**src/rtl/conv_window_ctrl_if.sv**
```systemverilog
// conv_window_ctrl_if: handshake and status bundle for the 3x3 window controller.
//   start       frame start request (single-cycle pulse), driven by master
//   in_valid    upstream pixel available, driven by master
//   in_ready    controller accepts a pixel this cycle, driven by slave
//   lb_wr_en    line-buffer write/shift strobe (equals accept), driven by slave
//   lb_addr     line-buffer column address (current column), driven by slave
//   out_valid   3x3 window complete, driven by slave
//   out_ready   downstream consumes window, driven by master
//   out_row     window centre row, driven by slave
//   out_col     window centre column, driven by slave
//   busy        controller is not idle, driven by slave
//   frame_done  one-cycle end-of-frame pulse, driven by slave
interface conv_window_ctrl_if #(
    parameter int IMAGE_WIDTH  = 512,
    parameter int IMAGE_HEIGHT = 512
);
    localparam int CW = $clog2(IMAGE_WIDTH);
    localparam int RW = $clog2(IMAGE_HEIGHT);

    logic          start;
    logic          in_valid;
    logic          in_ready;
    logic          lb_wr_en;
    logic [CW-1:0] lb_addr;
    logic          out_valid;
    logic          out_ready;
    logic [RW-1:0] out_row;
    logic [CW-1:0] out_col;
    logic          busy;
    logic          frame_done;

    modport master (
        output start, in_valid, out_ready,
        input  in_ready, lb_wr_en, lb_addr, out_valid, out_row, out_col, busy, frame_done
    );

    modport slave (
        input  start, in_valid, out_ready,
        output in_ready, lb_wr_en, lb_addr, out_valid, out_row, out_col, busy, frame_done
    );
endinterface

```
**src/rtl/conv_window_ctrl.sv**
```systemverilog
// conv_window_ctrl: raster-scan controller for a 3x3 convolution window.
// Counts incoming pixels (row/col), strobes the line buffer on every accepted
// pixel and announces a complete window (centre coordinates) once the pixel at
// row>=2, col>=2 has been accepted. Border pixels never produce windows.
// Ports:
//   clk    single clock, rising edge
//   rst_n  asynchronous active-low reset
//   bus    conv_window_ctrl_if.slave (start / pixel-in / window-out handshakes, status)
module conv_window_ctrl #(
    parameter int IMAGE_WIDTH  = 512,
    parameter int IMAGE_HEIGHT = 512
) (
    input  logic              clk,
    input  logic              rst_n,
    conv_window_ctrl_if.slave bus
);
    localparam int CW = $clog2(IMAGE_WIDTH);
    localparam int RW = $clog2(IMAGE_HEIGHT);
    localparam logic [CW-1:0] COL_LAST = CW'(IMAGE_WIDTH - 1);
    localparam logic [RW-1:0] ROW_LAST = RW'(IMAGE_HEIGHT - 1);
    localparam logic [CW-1:0] COL_ONE  = CW'(1);
    localparam logic [RW-1:0] ROW_ONE  = RW'(1);
    localparam logic [CW-1:0] COL_TWO  = CW'(2);
    localparam logic [RW-1:0] ROW_TWO  = RW'(2);

    typedef enum logic [1:0] {
        S_IDLE = 2'd0,
        S_FILL = 2'd1,
        S_RUN  = 2'd2,
        S_DONE = 2'd3
    } state_t;

    state_t        r_state;
    state_t        w_state_next;
    logic [RW-1:0] r_row;
    logic [CW-1:0] r_col;
    logic          r_out_valid;
    logic [RW-1:0] r_out_row;
    logic [CW-1:0] r_out_col;
    logic          r_frame_done;

    logic w_active;
    logic w_in_ready;
    logic w_accept;
    logic w_window;
    logic w_last_pixel;
    logic w_start_take;
    logic w_consume;

    assign w_active     = (r_state == S_FILL) || (r_state == S_RUN);
    // A pixel may only enter when the output slot is free or being emptied,
    // so a freshly produced window can never overwrite an unconsumed one.
    assign w_in_ready   = w_active && (!r_out_valid || bus.out_ready);
    assign w_accept     = bus.in_valid && w_in_ready;
    assign w_window     = w_accept && (r_row >= ROW_TWO) && (r_col >= COL_TWO);
    assign w_last_pixel = (r_row == ROW_LAST) && (r_col == COL_LAST);
    // A start coinciding with frame_done is dropped: the controller must be
    // seen idle for a full cycle before a new frame begins.
    assign w_start_take = (r_state == S_IDLE) && bus.start && !r_frame_done;
    assign w_consume    = r_out_valid && bus.out_ready;

    // State register.
    always_ff @(posedge clk or negedge rst_n) begin
        if (!rst_n) begin
            r_state <= S_IDLE;
        end else begin
            r_state <= w_state_next;
        end
    end

    // Next-state decode.
    always_comb begin
        w_state_next = r_state;
        case (r_state)
            S_IDLE: begin
                if (w_start_take) w_state_next = S_FILL;
                else              w_state_next = S_IDLE;
            end
            S_FILL: begin
                if (w_accept && w_last_pixel) w_state_next = S_DONE;
                else if (w_window)            w_state_next = S_RUN;
                else                          w_state_next = S_FILL;
            end
            S_RUN: begin
                if (w_accept && w_last_pixel) w_state_next = S_DONE;
                else                          w_state_next = S_RUN;
            end
            S_DONE: begin
                // Leave only once the final window has drained.
                if (!r_out_valid || bus.out_ready) w_state_next = S_IDLE;
                else                               w_state_next = S_DONE;
            end
            default: w_state_next = S_IDLE;
        endcase
    end

    // Raster position counters; frozen on the final pixel so DONE holds the last position.
    always_ff @(posedge clk or negedge rst_n) begin
        if (!rst_n) begin
            r_row <= '0;
            r_col <= '0;
        end else if (w_start_take) begin
            r_row <= '0;
            r_col <= '0;
        end else if (w_accept && !w_last_pixel) begin
            if (r_col == COL_LAST) begin
                r_col <= '0;
                r_row <= r_row + ROW_ONE;
            end else begin
                r_col <= r_col + COL_ONE;
            end
        end
    end

    // Window output slot and end-of-frame pulse.
    always_ff @(posedge clk or negedge rst_n) begin
        if (!rst_n) begin
            r_out_valid  <= 1'b0;
            r_out_row    <= '0;
            r_out_col    <= '0;
            r_frame_done <= 1'b0;
        end else begin
            if (w_window) begin
                // Window centre lags the newest pixel by one row and one column.
                r_out_valid <= 1'b1;
                r_out_row   <= r_row - ROW_ONE;
                r_out_col   <= r_col - COL_ONE;
            end else if (w_consume) begin
                r_out_valid <= 1'b0;
            end
            r_frame_done <= (r_state == S_DONE) && (w_state_next == S_IDLE);
        end
    end

    assign bus.in_ready   = w_in_ready;
    assign bus.lb_wr_en   = w_accept;
    assign bus.lb_addr    = r_col;
    assign bus.out_valid  = r_out_valid;
    assign bus.out_row    = r_out_row;
    assign bus.out_col    = r_out_col;
    assign bus.busy       = (r_state != S_IDLE);
    assign bus.frame_done = r_frame_done;
endmodule

```
**src/flat_wrapper.sv**
```systemverilog
// flat-port wrapper written by rule: the top's interface ports become plain ports
module conv_window_ctrl_flat 
#(
    parameter int IMAGE_WIDTH  = 512,
    parameter int IMAGE_HEIGHT = 512
)
  (clk, rst_n, bus_start, bus_in_valid, bus_out_ready, bus_in_ready, bus_lb_wr_en, bus_lb_addr, bus_out_valid, bus_out_row, bus_out_col, bus_busy, bus_frame_done);
  conv_window_ctrl_if #(.IMAGE_WIDTH(IMAGE_WIDTH), .IMAGE_HEIGHT(IMAGE_HEIGHT)) bus_i ();
  input  logic clk;
  input  logic rst_n;
  input wire logic [$bits(bus_i.start)-1:0] bus_start;
  input wire logic [$bits(bus_i.in_valid)-1:0] bus_in_valid;
  input wire logic [$bits(bus_i.out_ready)-1:0] bus_out_ready;
  output wire logic [$bits(bus_i.in_ready)-1:0] bus_in_ready;
  output wire logic [$bits(bus_i.lb_wr_en)-1:0] bus_lb_wr_en;
  output wire logic [$bits(bus_i.lb_addr)-1:0] bus_lb_addr;
  output wire logic [$bits(bus_i.out_valid)-1:0] bus_out_valid;
  output wire logic [$bits(bus_i.out_row)-1:0] bus_out_row;
  output wire logic [$bits(bus_i.out_col)-1:0] bus_out_col;
  output wire logic [$bits(bus_i.busy)-1:0] bus_busy;
  output wire logic [$bits(bus_i.frame_done)-1:0] bus_frame_done;
  assign bus_i.start = bus_start;
  assign bus_i.in_valid = bus_in_valid;
  assign bus_i.out_ready = bus_out_ready;
  assign bus_in_ready = bus_i.in_ready;
  assign bus_lb_wr_en = bus_i.lb_wr_en;
  assign bus_lb_addr = bus_i.lb_addr;
  assign bus_out_valid = bus_i.out_valid;
  assign bus_out_row = bus_i.out_row;
  assign bus_out_col = bus_i.out_col;
  assign bus_busy = bus_i.busy;
  assign bus_frame_done = bus_i.frame_done;
  conv_window_ctrl #(.IMAGE_WIDTH(IMAGE_WIDTH), .IMAGE_HEIGHT(IMAGE_HEIGHT)) u_core (.clk(clk), .rst_n(rst_n), .bus(bus_i));
endmodule
```
**config.mk**
```make
export PLATFORM = sky130hd
export DESIGN_NAME = conv_window_ctrl_flat
export DESIGN_NICKNAME = d
export VERILOG_FILES = /design/src/rtl/conv_window_ctrl_if.sv /design/src/rtl/conv_window_ctrl.sv /design/src/flat_wrapper.sv
export SDC_FILE = /design/constraint.sdc
export NUM_CORES = 1
export LEC_CHECK = 0
export ABC_AREA = 1
export BUFFER_PORTS_ARGS = -buffer_cell sky130_fd_sc_hd__buf_2
export CAP_MARGIN = 20
export CORE_MARGIN = 5
export CORE_UTILIZATION = 42
export DETAILED_ROUTE_END_ITERATION = 10
export GPL_ROUTABILITY_DRIVEN = 1
export SYNTH_ARGS = -nofsm -noshare
export SYNTH_HDL_FRONTEND = slang
export SYNTH_SLANG_ARGS = --single-unit
```
**constraint.sdc**
```tcl
create_clock -name clk -period 2.1 [get_ports clk]
set_input_delay 0.21 -clock clk [delete_from_list [all_inputs] [get_ports clk]]
set_output_delay 0.21 -clock clk [all_outputs]
set_load 0.01 [all_outputs]
```
### After elaboration in Yosys (flattened, before gate mapping)

Index checks and enable logic that the tools add are counted.

* $add $sub $neg: 4
* magnitude comparators: 2
* equality and inequality tests: 5
* muxes and demuxes: 14
* reductions and logical operators: 23

Operators with widths (count)
* $mux 9: 6
* $add 9x1->9 const B: 2
* $eq 9x9->1 const B: 2
* $ge 9x2->1 const B: 2
* $sub 9x1->9 const B: 2
* $logic_and 1x1->1: 11
* $pmux 2 s4: 1
* $reduce_bool 2->1: 4
* $mux 2: 3
* $eq 2x2->1 const B: 2
* $logic_not 2->1: 2
* $mux 1: 4
* $logic_not 1->1: 3
* $eq 2x1->1 const B: 1
* $logic_or 1x1->1: 2
* $reduce_and 2->1: 1

* register bits: 40
* logic and storage cells: 55

### Longest topological paths before layout

* word-level depth: 11
* mapped depth: 15
* mapped depth without buffers: 15

### Least setup slack after synthesis

No wires, ideal clock.

* path kind: flip-flop to flip-flop
* from: reg u_core.r_col[3], in the netlist u_core.bus.lb_addr[3]
* to: reg u_core.r_row[7]
* setup time: 127 ps
* data arrival time: 2051 ps
* data required time: 1973 ps
* path slack: -78 ps
* stages on the path, launching flop included: 15
* buffers on the path: 2
* clock period less this slack: 2178 ps
* path through: dfrtp_1 > clkbuf_2 > inv_1 > nor3_1 > nand3_1 > nor3_1 > ha_1 > nand2_1 > nand2_2 > nand2_4 > nand2_4 > inv_2 > buf_6 > nand4_1 > o21ai_0

* longest elaborated chain between the ends: 6
* elaborated cells on any way between the ends: 7

Ends and longest elaborated chain
* from (decl): RTL line conv_window_ctrl.sv:36 `logic [CW-1:0] r_col;`
* from (signal assigned): RTL line conv_window_ctrl.sv:110 `r_col <= r_col + COL_ONE;`
* $eq 9x9->1 *: RTL line conv_window_ctrl.sv:56, conv_window_ctrl.sv:106
* $logic_and 1x1->1: RTL line conv_window_ctrl.sv:56 `assign w_last_pixel = (r_row == ROW_LAST) && (r_col == COL_LAST);`
* $logic_not 1->1: RTL line conv_window_ctrl.sv:105 `end else if (w_accept && !w_last_pixel) begin`
* $logic_and 1x1->1: RTL line conv_window_ctrl.sv:105
* $reduce_bool 2->1 (no line)
* $reduce_and 2->1 (no line) *
* to (signal assigned): RTL line conv_window_ctrl.sv:108 `r_row <= r_row + ROW_ONE;`
* to (decl): RTL line conv_window_ctrl.sv:35 `logic [RW-1:0] r_row;`

Mark *: on every way between the ends. The rest lies on a longest branch, timed or not.
A chain may end at the register's enable or synchronous reset.

### Worst setup path after layout

* from: reg u_core.r_col[1], in the netlist u_core.bus.lb_addr[1]
* to: reg u_core.r_col[6], in the netlist u_core.bus.lb_addr[6]

* longest elaborated chain between the ends: 5
* elaborated cells on any way between the ends: 9

Ends and longest elaborated chain
* parallel branches: the longest is 5 deep, another holds $add 9x1->9

Parallel ways; which one is timed is not known. The select of a mux whose other input is x is not followed.

==> metrics.csv <==
metric,value,unit
clk root buf,clkbuf_8,
Tcrit/Tclk final,1.011,
failing checks,negative setup slack,
WP data arrival,2.36,ns
Ys Warns,0,
Synth Area in XOR/XNOR,0.05332,
clk_lat worst skew,0.30,ns
Setup Skew,0.01230,ns
# IOs,37,
crit start category,flop,
Min-Delay Path Class,in2reg,
syn_nets,311,
Adder-Cell Fraction of Synth Area,0.07073,
Reg-to-Reg End,u_core.bus.lb_addr[6],
Cells after Synth,293,
CP Launch Point,u_core.bus.lb_addr[1],
worst-path fanout max,8,
synth unique cells,28,
Sw Pwr,1.380,mW
Peak supply drop,382.8,uV
clk sink count,40,
RSZ-0062 raised after global routing,yes,
final core utilization,0.5542,
vias per inst,4.737,
largest family of logic cells by synthesized area,simple AND/OR/NAND/NOR gates,
total track usage,0.1617,
PD cells,1108,nW/um^2
vias in the first global route,1946,
Post-Layout Cell Count,430,
sequential power share,0.354,
Initial DRC Count,109,
switch share,0.4156,
Leak,1.540,nW
Antenna diodes,0,
final hold vios,0,
Rel. slew slack,0.7280,
Worst-path clk slew,0.08,ns
CP Capture Point,u_core.bus.lb_addr[6],
core area,5405,sq um
Final setup viols,5,
share of layout cells above drive strength 1,0.2793,
register area share after synthesis,0.4353,
Setup TNS,-0.07523,ns
hold path cells,2,
antenna violations before repair,0,
DRC,0,
Max clock buf depth,2,
Clock Power Share,0.160,
pin count of the biggest net entering global routing,37,
first-pass GRT wire length,9363,microns
FMAX,470.9,MHz
status,"complete, but fails checks",
"FF+latch count, synth",40,
die area,7055,sq um
filler instances,532,
initial core utilization,0.4255,
DRT Pass-1 Iters,4,
dpl hpwl,4059,microns
worst reg-to-reg path cell count,14,
Worst Slack Setup Final,-0.02339,ns
worst slew pin tran,0.4080,ns
CTS H-tree lvls,2,
simple-gate share of the synthesized area,0.2824,
Netlist Area Pre-Place,2300,sq um
worst setup path category,reg2reg,
Critical Path RT,2.33,ns
CTS tree,done,
GR Overflow Total,0,
GP Congestion,0.8372,
Routed Antenna Nets,0,
Worst R2R Start,u_core.bus.lb_addr[1],
crit path time final,2.123,ns
Mapped Avg Cell Area,7.849,sq um
Worst setup EP type,flop,
Die X,84.00,microns
Internal Power,1.940,mW
post-synthesis compound-gate area fraction,0.07943,
placed cell count,417,
Combinational Power Share,0.486,
Die Y,84.00,microns
Max Cap Viol,0,
post-synthesis mux area share,0,
"reg-to-reg slack, setup",-0.02,ns
via count,2037,
cts bufs inserted,5,
Port Buf Inserts,36,
FP Rows,27,
max-slew violation count,0,
Total Routed Length,5370,microns
nets@finish,375,
post-DR wirelength/cell,12.49,microns
Layout area overhead,30.25,%
[placed cells by master (no fill, tap or decap), types with 2 or more instances in the layout]
master,count
clkbuf_8,6
clkinv_2,2
nand2_8,2
o21ai_2,2
ha_1,11
nor2_2,3
nor3_1,8
nor3_2,3
dfrtp_1,40
o21ai_1,17
nand2_2,2
buf_6,2
buf_4,22
a21oi_1,4
inv_1,35
nand4_1,3
xor2_1,12
o21ai_0,10
nand3_2,3
buf_2,36
nor3_4,2
nand2_1,65
nor2_1,34
nand3_1,13
xnor2_1,2
nand2_4,3
[how the worst min path moves through the flow]
| stage | startpoint | end | slack (ns) |
|---|---|---|---|
| floorplan | rst_n | u_core.bus.frame_done | -0.09 |
| global placement | rst_n | u_core.r_state[0] | 0.18 |
| detailed placement | rst_n | u_core.r_state[1] | 0.17 |
| CTS | bus_out_ready | u_core.bus.out_valid | 0.13 |
| global route | bus_out_ready | u_core.bus.out_valid | 0.16 |
| finish | bus_out_ready | u_core.bus.out_valid | 0.14 |
[synthesized netlist by cell type (all sizes together)]
master	instances	area (sq um)
a21oi	6	30.03
dfrtp	40	1001
buf	5	31.28
o21ai	29	145.1
clkbuf	1	5.000
nor4	2	12.51
xor2	12	105.1
xnor2	2	17.52
nor3	13	76.33
o21bai	1	7.510
nor2	37	146.4
ha	13	162.7
nand3	16	85.08
or2	2	12.52
nand2	72	290.3
nor3b	1	7.510
inv	38	145.1
nand4	3	18.77
[power by group through the flow]
| stage | clock network, mW | logic [mW] | registers (mW) |
|---|---|---|---|
| floorplan | 0 | 0.755 | 1.30 |
| global placement | 0 | 1.46 | 1.17 |
| detailed placement | 0 | 1.47 | 1.18 |
| CTS | 0.549 | 1.48 | 1.17 |
| global route | 0.577 | 1.82 | 1.21 |
| finish | 0.532 | 1.61 | 1.17 |
[state kept, by name (all words and copies together) (netlist names)]
name                   cells
u_core.bus.frame_done      1
u_core.bus.lb_addr         9
u_core.bus.out_col         9
u_core.bus.out_row         9
u_core.bus.out_valid       1
u_core.r_row               9
u_core.r_state             2
[critical path, cell delays in order, from the launching register on]
cell and delay, ns:
dfrtp_1 0.40, ha_4 0.16, inv_2 0.05, nor3_4 0.19
nand3_2 0.10, nor3_2 0.20, ha_2 0.25, nand2_4 0.08
nand2_4 0.09, nand2_8 0.09, nand2_8 0.10, buf_8 0.13
buf_6 0.10, nand2_1 0.04, nor2_1 0.08
[through the flow]
stage | hold slack, ns | cell area (sq um) | setup WS (ns) | total power, mW
after floorplan | -0.08559 | 2305 | 0.004662 | 2.055
after global placement | 0.1784 | 2716 | 0.08056 | 2.630
after detailed placement | 0.1739 | 2716 | 0.01403 | 2.650
after CTS | 0.1287 | 2825 | 0.02298 | 3.194
after global routing | 0.1573 | 2995 | -0.1624 | 3.612
final | 0.1373 | 2995 | -0.02339 | 3.320
[layer usage]
layer,GRT usage,share of wire,vias up
met3,0.03258,0.047,8
li1,-,-,1057
met1,0.2409,0.51,932
met4,0.03947,0.014,0
met5,0,0,-
met2,0.2393,0.43,40
[final cells by class]
cell class                      count  area, sq um  area share
Inverter                           38        150.1     0.05013
Clock buffer                        6        82.58     0.02757
Multi-Input combinational cell    209         1249      0.4169
Clock inverter                      2        10.01    0.003342
Timing Repair Buffer               63        412.9      0.1378
Sequential cell                    40         1001      0.3342
Tap cell                           72        90.09     0.03008
[timing repair]
item,4_1_cts,5_1_grt
gates cloned,0,0
hold buffers,1,0
endpoints found under the setup margin,1,18
hold endpoints to repair,16,0
resized for setup,1,39
pin swaps,0,11
buffers inserted,0,4
[logic make-up (layout without fill, tap and decap cells)]
family          after synthesis  in the layout
compound gates               36             36
xor+xnor                     14             14
flops                        40             40
simple gates                146            146
fa+ha+maj                    13             13
buf+inv                      44            109
(Power assumes the default switching activity.)
